<file path="src/rtl/mesh_pkg.sv">
// Shared definitions for mesh terminal sinks:
// packet header layout, sink FSM states, destination match.
package mesh_pkg;

  // Header field positions, counted down from the packet MSB
  localparam int NXT_JUMP_MSB = 0;
  localparam int DST_ROW_MSB  = 8;
  localparam int DST_COL_MSB  = 12;

  localparam logic [7:0] BDCST = 8'hFF;

  typedef enum logic [1:0] {
    IDLE = 2'd0,
    POP  = 2'd1,
    GAP  = 2'd2
  } sink_state_t;

  // dst is {dst_row, dst_col}; broadcast packets are always ours
  function automatic logic dst_match(
    input logic [7:0] dst,
    input logic [3:0] row,
    input logic [3:0] col,
    input logic [7:0] bc
  );
    return (dst == {row, col}) || (dst == bc);
  endfunction

endpackage

</file>
<file path="src/rtl/sink_fifo.sv">
// Show-ahead FIFO buffering accepted packets for the consumer.
// Flags are derived from the occupancy register.
module sink_fifo #(
  parameter int W     = 40,
  parameter int DEPTH = 4
) (
  input  logic                       clk,
  input  logic                       reset,
  input  logic                       push,
  input  logic [W-1:0]               din,
  input  logic                       pop,
  output logic [W-1:0]               dout,
  output logic [$clog2(DEPTH):0]     count,
  output logic                       full,
  output logic                       empty
);

  localparam int PW = $clog2(DEPTH);
  localparam int CW = PW + 1;

  logic [W-1:0]  mem [DEPTH];
  logic [PW-1:0] wr_ptr;
  logic [PW-1:0] rd_ptr;
  logic          do_push;
  logic          do_pop;

  assign empty   = (count == '0);
  assign full    = (count == CW'(DEPTH));
  assign do_pop  = pop && !empty;
  assign do_push = push && (!full || do_pop);
  assign dout    = empty ? '0 : mem[rd_ptr];

  always_ff @(posedge clk) begin
    if (do_push) begin
      mem[wr_ptr] <= din;
    end
  end

  always_ff @(posedge clk or posedge reset) begin
    if (reset) begin
      wr_ptr <= '0;
      rd_ptr <= '0;
      count  <= '0;
    end else begin
      if (do_push) begin
        wr_ptr <= wr_ptr + 1'b1;
      end
      if (do_pop) begin
        rd_ptr <= rd_ptr + 1'b1;
      end
      unique case ({do_push, do_pop})
        2'b10:   count <= count + 1'b1;
        2'b01:   count <= count - 1'b1;
        default: count <= count;
      endcase
    end
  end

endmodule

</file>
<file path="src/rtl/mesh_term_sink.sv">
// Consumer for one mesh terminal: paced pop FSM, local buffer,
// receive statistics and misroute detection.
module mesh_term_sink
  import mesh_pkg::*;
#(
  parameter int         pckg_sz    = 40,
  parameter int         fifo_depth = 4,
  parameter int         ROW_ID     = 1,
  parameter int         COL_ID     = 1,
  parameter logic [7:0] bdcst      = BDCST,
  parameter int         CNT_W      = 16
) (
  input  logic                          clk,
  input  logic                          reset,
  input  logic                          pndng,
  input  logic [pckg_sz-1:0]            data_out,
  output logic                          pop,
  input  logic                          rd_en,
  output logic [pckg_sz-1:0]            rd_data,
  output logic                          empty,
  output logic                          full,
  output logic [$clog2(fifo_depth):0]   count,
  output logic [CNT_W-1:0]              rx_count,
  output logic [CNT_W-1:0]              misroute_count,
  output logic                          misroute
);

  sink_state_t state_q;
  sink_state_t state_d;
  logic        wr;
  logic        own;
  logic [7:0]  dst;

  always_ff @(posedge clk or posedge reset) begin
    if (reset) begin
      state_q <= IDLE;
    end else begin
      state_q <= state_d;
    end
  end

  // GAP gives the mesh a cycle to retire its head before re-sampling pndng
  always_comb begin
    state_d = state_q;
    unique case (state_q)
      IDLE:    state_d = (pndng && !full) ? POP : IDLE;
      POP:     state_d = GAP;
      GAP:     state_d = IDLE;
      default: state_d = IDLE;
    endcase
  end

  assign pop = (state_q == POP);
  assign wr  = pop;
  assign dst = data_out[pckg_sz-1-DST_ROW_MSB -: 8];
  assign own = dst_match(dst, 4'(ROW_ID), 4'(COL_ID), bdcst);

  always_ff @(posedge clk or posedge reset) begin
    if (reset) begin
      rx_count       <= '0;
      misroute_count <= '0;
      misroute       <= 1'b0;
    end else if (wr) begin
      if (rx_count != '1) begin
        rx_count <= rx_count + 1'b1;
      end
      if (!own) begin
        misroute <= 1'b1;
        if (misroute_count != '1) begin
          misroute_count <= misroute_count + 1'b1;
        end
      end
    end
  end

  sink_fifo #(
    .W     (pckg_sz),
    .DEPTH (fifo_depth)
  ) u_fifo (
    .clk   (clk),
    .reset (reset),
    .push  (wr),
    .din   (data_out),
    .pop   (rd_en),
    .dout  (rd_data),
    .count (count),
    .full  (full),
    .empty (empty)
  );

endmodule

</file>
<file path="config.mk">
export PLATFORM = sky130hd
export DESIGN_NAME = mesh_term_sink
export DESIGN_NICKNAME = d
export VERILOG_FILES = /design/src/rtl/mesh_pkg.sv /design/src/rtl/sink_fifo.sv /design/src/rtl/mesh_term_sink.sv
export SDC_FILE = /design/constraint.sdc
export NUM_CORES = 1
export LEC_CHECK = 0
export ABC_AREA = 0
export BUFFER_PORTS_ARGS = -buffer_cell sky130_fd_sc_hd__buf_2
export CORE_ASPECT_RATIO = 0.7
export CORE_MARGIN = 3
export CORE_UTILIZATION = 50
export CTS_BUF_LIST = sky130_fd_sc_hd__clkbuf_4 sky130_fd_sc_hd__clkbuf_8
export DETAILED_ROUTE_END_ITERATION = 10
export PLACE_DENSITY = 0.73
export SETUP_SLACK_MARGIN = 0.3
export SLEW_MARGIN = 20
export SYNTH_ARGS = -nofsm -noshare
export SYNTH_HDL_FRONTEND = slang
export SYNTH_SLANG_ARGS = --single-unit
</file>
<file path="constraint.sdc">
create_clock -name clk -period 3 [get_ports clk]
set_input_delay 0.6 -clock clk [delete_from_list [all_inputs] [get_ports clk]]
set_output_delay 0.6 -clock clk [all_outputs]
set_load 0.05 [all_outputs]
</file>
==> results of run 1 <==
final cells by class:
type	instances	area, um2
Fill cell	1131	5790
Clock buffer	51	608
Timing Repair Buffer	140	893
Sequential cell	202	5860
Tap cell	220	275
Inverter	10	42.5
Clock inverter	7	62.6
Multi-Input combinational cell	223	2210
routing by layer:
metal / share of wire [%] / global-route usage [%] / wire length (um)
met4: 1.4 / 3.85 / 230
met1: 45 / 26.8 / 7250
met3: 5.9 / 3.84 / 937
met2: 47 / 28.6 / 7570
met5: 0.13 / 0 / 21
stage by stage:
step | hold slack (ns) | area [um2] | instances
floorplan | 0.413 | 8170 | 452
global placement | 0.418 | 9200 | 790
detailed placement | 0.432 | 9200 | 790
CTS | 0.204 | 9930 | 853
global route | 0.224 | 9950 | 853
finish | 0.205 | 9950 | 853
timing repair:
| action | 4_1_cts | 5_1_grt |
|---|---|---|
| endpoints found under the setup margin | 40 | 39 |
| hold buffers | 0 | 0 |
| buffers inserted | 5 | 0 |
| resized for setup | 4 | 14 |
logic make-up (layout without fill, tap and decap cells):
kind of cell             after synthesis  after routing
buffers and inverters                 27            208
adder cells (fa/ha/maj)                7              7
multiplexers                          42             42
flip-flops                           202            202
XOR/XNOR                              34             34
AND/OR/NAND/NOR                      122            122
AO/OA/AOI/OAI                         18             18
synth_stat cells, types with 2 or more instances:
cell type,n,area (um2)
buf_1,4,15.0
a21oi_1,3,15.0
clkbuf_1,9,33.8
o21ai_0,8,40.0
mux2_1,2,22.5
xor2_1,13,114
nor3_1,7,35.0
nand3_1,13,65.1
xnor2_1,21,184
edfxtp_1,160,4800
and4_1,6,52.6
inv_1,9,33.8
buf_2,4,20.0
nor2_1,3,11.3
dfrtp_1,42,1050
nand4_1,14,87.6
nand2b_1,2,12.5
and2_1,46,288
mux4_2,40,901
nand2_1,15,56.3
ha_1,6,75.1
nor4_1,2,12.5
a211oi_1,2,15.0
and3_1,4,25.0
state kept, by name, indices dropped and copies added, names as in the netlist:
name / count
u_fifo.count: 3
state_q: 2
misroute: 1
u_fifo.wr_ptr: 2
u_fifo.mem: 160
rx_count: 16
u_fifo.rd_ptr: 2
misroute_count: 16
power by group through the flow:
stage	clock network (uW)	registers (uW)	logic, uW
finish	2350	3760	4770
global route	2570	3810	5070
CTS	2410	3770	4790
detailed placement	0	3890	4610
global placement	0	3860	4570
floorplan	0	4020	3250
worst max path at each step:
stage                        to  slack [ns]  cells past startpoint
2_1_floorplan  u_fifo.mem[0][0]        0.38                      4
3_3_place_gp        rd_data[30]        0.64                      4
3_5_place_dp        rd_data[28]        0.64                      4
4_1_cts             rd_data[28]        0.24                      4
5_1_grt             rd_data[20]        0.18                      4
6_report            rd_data[20]        0.28                      4
critical path: stages, from the launching register on:
cell and delay, ns:
dfrtp_4 0.48, buf_12 0.19, mux4_2 0.50, and2_1 0.20, buf_2 0.22
==> flow_summary_export.csv, run 1 <==
group,metric,value,unit
worst_setup_path,ff2ff_path_depth,5,
yosys,ys_async_sr_fraction,20.8,%
yosys,synth_fa_ha_area_share,1.16,%
place,portBuffers,122,
power,max-vdd-ir-drop,0.000594,V
clock_network,path_clk_slew,0.07,ns
clock_network,cts-root-buf,"clkbuf_8",
global_route,grt-ovfl-total,0,
floorplan,rows,38,
worst_setup_path,cp.arrival,2.12,ns
yosys,synth_edf_count,160,
floorplan,start_util,51.9,%
yosys,synth-xor-area-share,3.65,%
yosys,synth_top_family_by_area,"multiplexers",
power,p_per_area,1090,nW/um2
global_route,grt_max_degree,43,
place,gp_congestion,0.817,
floorplan,dieArea,17900,um2
yosys,synth_compound_area_share,1.61,%
route,drcViolationCount,0,
sta,fin_crit,2.72,ns
power,p_leak,0.00379,uW
sta,min_period_over_period,90.6,%
yosys,synth_simple_gate_area_share,9.17,%
yosys,synth.distinct_cells,41,
clock_network,h-tree-depth,1,
sta,hold_violations,0,
worst_setup_path,reg2reg_from,"u_fifo.count[1]",
sta,finalSetupTns,0,ns
worst_hold_path,worstHoldPathType,"in -> async",
route,drt_iter0_drc,408,
floorplan,core,15700,um2
sta,rsz0062_at_grt,"yes",
worst_setup_path,r2r_slack,0.80,ns
power,switchingPower,4390,uW
global_route,grt_first_pass_wirelength,26100,um
yosys,netlist_instances,452,
cells_and_area,layout_commonest_cell,"edfxtp_1",
floorplan,die_w,159,um
power,power_frac_clock,21.6,%
cells_and_area,syn2layout_area_growth,21.9,%
yosys,synthesis.area,8160,um2
route,route.vias.total,4544,
route,drtAntennaViolNets,0,
clock_network,max-clock-path-buffers,3,
route,viasPerCell,5.33,
worst_setup_path,cp.required,2.40,ns
cells_and_area,final_layout_size_suffix_gt1_share,39.7,%
cells_and_area,postLayoutCoreUtil,63.2,%
worst_setup_path,r2r_end,"u_fifo.mem[1][29]",
power,pwr-share-comb,43.8,%
clock_network,cts_tree,"yes",
global_route,gr-usage-all-layers,18.2,%
power,seq_power_share,34.6,%
power,report.power.total,10900,uW
floorplan,num_io_pins,123,
route,drt-wirelength-per-cell,18.8,um
sta,max_freq,368,MHz
clock_network,cts.sinks,202,
worst_setup_path,path_class,"reg -> out",
power,p_int,6500,uW
worst_setup_path,critPathCaptureType,"output pin",
job,timing.max_cap.violations,0,
yosys,synth-main-ff-cell,"edfxtp_1",
worst_setup_path,critPathMaxFanout,15,
sta,timing.slew.headroom,54.9,%
yosys,synth_warnings,0,
run_status,status,"completed",
route,routed_wl,16000,um
sta,slew_viol_final,0,
cells_and_area,final_cell_mix,"160 x edfxtp_1, 113 x buf_2, 42 x and2_1",
cells_and_area,nets,659,
clock_network,cts_buffers,31,
cells_and_area,diodes,0,
sta,setup_ws,0.281,ns
sta,skew,0.0151,ns
worst_setup_path,crit_start,"u_fifo.rd_ptr[0]",
sta,worst_slew_pin_slew,0.669,ns
global_route,grt_pass1_vias,4773,
clock_network,clk_latency,0.53,ns
place,post-dp-hpwl,10600,um
worst_setup_path,start_kind,"register",
route,first_pass_iters,4,
yosys,muxShareOfSynthArea,11.3,%
place,place_ws,0.636,ns
power,sw_frac_of_total,40.3,%
floorplan,die_y,113,um
yosys,syn_nets,503,
yosys,seq_area_frac_synth,71.7,%
global_route,antenna_found_initial,2,
sta,finalSetupViolCount,0,
yosys,synth-seq-cells,202,
yosys,syn_area_per_cell,18.1,um2
(Power assumes the default switching activity.)
==> inputs of run 2 (changes only) <==
==> constraint.sdc (replaced) <==
create_clock -name clk -period 3 [get_ports clk]
set_input_delay 0.15 -clock clk [delete_from_list [all_inputs] [get_ports clk]]
set_output_delay 0.15 -clock clk [all_outputs]
set_load 0.05 [all_outputs]
==> flow_summary_export.csv, run 2 (synthesis results as in run 1) <==
group,metric,value,unit
cells_and_area,fin_cells,884,
worst_setup_path,crit_start,"u_fifo.rd_ptr[0]",
place,portBuffers,122,
floorplan,start_util,51.9,%
worst_setup_path,cp.arrival,2.32,ns
clock_network,clk_latency,0.53,ns
global_route,antenna_found_initial,0,
global_route,grt_pass1_vias,4914,
sta,max_freq,405,MHz
cells_and_area,nets,693,
sta,finalSetupViolCount,0,
clock_network,cts-root-buf,"clkbuf_8",
sta,fin_crit,2.47,ns
clock_network,cts_resized,0,
power,p_leak,0.00385,uW
job,timing.max_cap.violations,0,
global_route,gr-usage-all-layers,18.6,%
global_route,grt-ovfl-total,0,
place,post-dp-hpwl,9750,um
route,route.vias.total,4638,
floorplan,core,15700,um2
cells_and_area,layout_commonest_cell,"edfxtp_1",
floorplan,rows,38,
clock_network,max-clock-path-buffers,3,
worst_setup_path,start_kind,"register",
sta,worst_slew_pin_slew,0.837,ns
worst_hold_path,worstHoldPathType,"in -> async",
sta,skew,0.0119,ns
power,max-vdd-ir-drop,0.000668,V
cells_and_area,postLayoutCoreUtil,64.2,%
clock_network,cts_tree,"yes",
sta,timing.slew.headroom,44.1,%
cells_and_area,largest_register_ffs,160,
power,report.power.total,10400,uW
place,place_ws,0.713,ns
worst_setup_path,ff2ff_path_depth,5,
clock_network,path_clk_slew,0.06,ns
floorplan,die_w,159,um
cells_and_area,final_layout_size_suffix_gt1_share,34.6,%
worst_setup_path,path_class,"reg -> out",
place,gp_congestion,0.835,
cells_and_area,top_register,"u_fifo.mem",
clock_network,cts.sinks,202,
cells_and_area,num-fill-cells,1140,
place,dpl.cell_count,785,
worst_setup_path,cp.required,2.85,ns
power,p_per_area,1030,nW/um2
route,drt_iter0_drc,357,
floorplan,num_io_pins,123,
clock_network,cts_buffers,30,
floorplan,dieArea,17900,um2
worst_setup_path,reg2reg_from,"u_fifo.count[1]",
sta,slew_viol_final,0,
route,drcViolationCount,0,
worst_setup_path,critPathCaptureType,"output pin",
worst_setup_path,r2r_slack,0.69,ns
route,viasPerCell,5.25,
sta,setup_ws,0.529,ns
worst_setup_path,critPathMaxFanout,21,
worst_setup_path,crit_chain,"buf_12, mux4_2, and2_1, buf_2",
route,routed_wl,16400,um
worst_setup_path,crit_path_max_incr_delay,0.60,ns
worst_setup_path,cp_slowest_cell,"dfrtp_4",
run_status,status,"completed",
sta,rsz0062_at_grt,"no",
sta,min_period_over_period,82.4,%
clock_network,h-tree-depth,1,
floorplan,die_y,113,um
cells_and_area,diodes,0,
sta,hold_violations,0,
route,drt-wirelength-per-cell,18.6,um
route,first_pass_iters,4,
cells_and_area,top_regs,"u_fifo.mem (160), misroute_count (16), rx_count (16)",
route,drtAntennaViolNets,0,
cells_and_area,final_cell_mix,"160 x edfxtp_1, 122 x buf_2, 43 x dlygate4sd3_1",
global_route,grt_max_degree,45,
cells_and_area,syn2layout_area_growth,23.9,%
sta,finalSetupTns,0,ns
worst_setup_path,r2r_end,"u_fifo.mem[1][12]",
global_route,grt_first_pass_wirelength,26500,um
-- run 2: power breakdown --
group / internal, uW / leakage, uW / total, uW / switching, uW
Clock: 1080 / 0.000301 / 2060 / 981
Combinational: 1450 / 0.00155 / 4590 / 3140
Sequential: 3520 / 0.00200 / 3780 / 261
-- run 2: worst max-delay path: cells and delay by family, from the launching register on --
kind                   cells  cell delay, ns
flip-flops                 1            0.60
multiplexers               1            0.52
buffers and inverters      2            0.47
AND/OR/NAND/NOR            1            0.18
-- run 2: worst max path at each step --
stage,end,cells past startpoint
finish,rd_data[13],4
global route,rd_data[13],4
CTS,rd_data[0],4
detailed placement,u_fifo.mem[1][18],5
global placement,u_fifo.mem[1][12],5
floorplan,u_fifo.mem[0][0],4
-- run 2: routing by layer --
layer | GRT usage (%) | vias to the layer above | share of wire, %
li1 | - | 2138 | -
met1 | 26.5 | 2351 | 45
met2 | 30.4 | 120 | 48
met3 | 3.44 | 29 | 4.4
met4 | 4.84 | 0 | 2.2
met5 | 0 | - | 0
-- run 2: cell type report --
cell class | instances | area [um2] | area share [%]
clock buffers | 41 | 502 | 4.96
clock inverters | 13 | 55.1 | 0.545
inverters | 10 | 42.5 | 0.421
multi-input cells | 223 | 2200 | 21.8
flip-flops and latches | 202 | 5860 | 58.0
well taps | 220 | 275 | 2.72
repair buffers | 175 | 1170 | 11.6
-- run 2: timing repair --
item / 4_1_cts / 5_1_grt
endpoints found under the hold margin: 182 / 0
hold buffers: 43 / 0
endpoints found under the setup margin: 40 / 0
buffers inserted: 2 / 0
-- run 2: through the flow --
stage          instance area (um2)  hold WS (ns)
3_5_place_dp                  9090         0.347
2_1_floorplan                 8170         0.249
5_1_grt                      10100         0.350
3_3_place_gp                  9090         0.345
6_report                     10100         0.324
4_1_cts                      10100         0.311
==> inputs of run 3 (changes only) <==
Clock period 3 ns to 2.59 ns, I/O delays scaled along.
==> flow_summary_export.csv, run 3 (synthesis results as in run 1) <==
group,metric,value,unit
sta,rsz0062_at_grt,"yes",
place,portBuffers,122,
power,switchingPower,5240,uW
global_route,grt_max_degree,43,
clock_network,cts_tree,"yes",
sta,timing.slew.headroom,56.6,%
worst_setup_path,cp.arrival,2.12,ns
route,drtAntennaViolNets,0,
clock_network,max-clock-path-buffers,3,
place,placed_area,9060,um2
cells_and_area,diodes,0,
cells_and_area,final_cell_mix,"160 x edfxtp_1, 83 x buf_2, 43 x dlygate4sd3_1",
floorplan,core,15700,um2
power,max-vdd-ir-drop,0.000826,V
route,first_pass_iters,5,
route,drt_iter0_drc,404,
job,timing.max_cap.violations,0,
sta,finalSetupViolCount,0,
global_route,antenna_found_initial,0,
worst_hold_path,worstHoldPathType,"in -> async",
clock_network,cts.sinks,202,
global_route,grt-ovfl-total,0,
worst_setup_path,r2r_end,"u_fifo.mem[2][31]",
run_status,status,"completed",
route,drt-wirelength-per-cell,18.8,um
floorplan,rows,38,
worst_setup_path,critPathMaxFanout,5,
cells_and_area,postLayoutCellArea,10400,um2
clock_network,path_clk_slew,0.06,ns
power,seq_power_share,33.7,%
clock_network,clk_latency,0.54,ns
cells_and_area,top_regs,"u_fifo.mem (160), misroute_count (16), rx_count (16)",
power,sw_frac_of_total,40.0,%
cells_and_area,top_register,"u_fifo.mem",
floorplan,die_y,113,um
clock_network,h-tree-depth,1,
power,pwr-share-comb,46.2,%
floorplan,die_w,159,um
power,p_leak,0.00397,uW
sta,slew_viol_final,0,
global_route,gr-usage-all-layers,18.7,%
cells_and_area,syn2layout_area_growth,27.8,%
worst_setup_path,cp.required,2.46,ns
floorplan,dieArea,17900,um2
place,post-dp-hpwl,9800,um
power,p_per_area,1260,nW/um2
floorplan,start_util,51.9,%
clock_network,cts-root-buf,"clkbuf_8",
worst_setup_path,critPathCaptureType,"output pin",
sta,hold_violations,0,
sta,skew,0.0165,ns
global_route,grt_first_pass_wirelength,26600,um
worst_setup_path,reg2reg_from,"u_fifo.count[0]",
cells_and_area,layout_commonest_cell,"edfxtp_1",
clock_network,cts_buffers,30,
route,viasPerCell,5.23,
sta,max_freq,445,MHz
worst_setup_path,path_class,"reg -> out",
power,p_int,7860,uW
worst_setup_path,ff2ff_path_depth,4,
sta,worst_slew_pin_slew,0.651,ns
sta,finalSetupTns,0,ns
cells_and_area,num-fill-cells,1071,
place,gp_congestion,0.824,
cells_and_area,nets,697,
cells_and_area,final_layout_size_suffix_gt1_share,36.5,%
route,route.vias.total,4641,
floorplan,num_io_pins,123,
global_route,grt_pass1_vias,4902,
worst_setup_path,start_kind,"register",
worst_setup_path,r2r_slack,0.55,ns
sta,min_period_over_period,86.8,%
route,routed_wl,16700,um
cells_and_area,largest_register_ffs,160,
route,drcViolationCount,0,
power,report.power.total,13100,uW
sta,fin_crit,2.25,ns
power,power_frac_clock,20.1,%
-- run 3: cell count changes in the layout (fill, tap and decap cells not counted), moves of 3 or more --
cell	change
and2_1	-4
and2_2	-4
and2_4	+8
buf_12	-3
buf_16	+4
buf_2	-39
buf_4	+29
buf_6	+12
dfrtp_1	-3
dfrtp_2	+3
-- run 3: worst max-delay path, stage by stage (launching register included) --
cell       delay [ns]
dfrtp_2          0.40
buf_4            0.17
clkbuf_16        0.16
mux4_2           0.49
and2_1           0.18
buf_4            0.19
-- run 3: power by group through the flow --
stage                     Clock [uW]  Combinational (uW)  Sequential [uW]
final                           2640                6050             4410
after global routing            2860                6390             4470
after CTS                       2680                5690             4410
after detailed placement           0                5270             4460
after global placement             0                5160             4420
after floorplan                    0                3790             4660
-- run 3: worst max-delay path by stage --
stage / start / to / slack (ns) / cells past startpoint
3_5_place_dp: u_fifo.count[0] / u_fifo.mem[0][36] / 0.53 / 4
6_report: u_fifo.rd_ptr[0] / rd_data[10] / 0.34 / 5
4_1_cts: u_fifo.rd_ptr[0] / rd_data[37] / 0.24 / 5
5_1_grt: u_fifo.rd_ptr[0] / rd_data[27] / 0.27 / 5
3_3_place_gp: u_fifo.count[1] / u_fifo.mem[0][8] / 0.67 / 4
2_1_floorplan: u_fifo.count[2] / u_fifo.count[2] / 0.32 / 9
-- run 3: repair_timing --
item,in CTS,in global routing
cloned,3,2
buffers inserted,2,2
hold buffers,43,0
endpoints found under the setup margin,40,40
gates resized for setup,22,59
endpoints found under the hold margin,205,0
-- run 3: layout make-up --
class,count,area (um2),area share [%]
sequential,202,5860,56.2
multi-input combinational,223,2220,21.3
timing repair buffer,179,1420,13.6
clock buffer,43,517,4.95
tap,220,275,2.64
clock inverter,11,97.6,0.935
inverter,10,42.5,0.408
-- run 3: metal layers --
layer / share of wire (%) / GRT usage, % / up-vias / routed length, um
met5: 0 / 0 / - / 0
met4: 2.1 / 5.66 / 0 / 345
met3: 6.1 / 5.05 / 34 / 1020
met2: 47 / 29.2 / 145 / 7910
met1: 44 / 26.3 / 2310 / 7430
li1: - / - / 2152 / -
-- run 3: through the flow --
stage	hold WS, ns	util (%)	setup WS (ns)	cells
CTS	0.278	65.2	0.242	884
detailed placement	0.311	57.6	0.532	782
floorplan	0.228	-	0.324	452
global placement	0.292	57.6	0.667	782
global route	0.319	66.3	0.270	888
finish	0.279	66.3	0.342	888
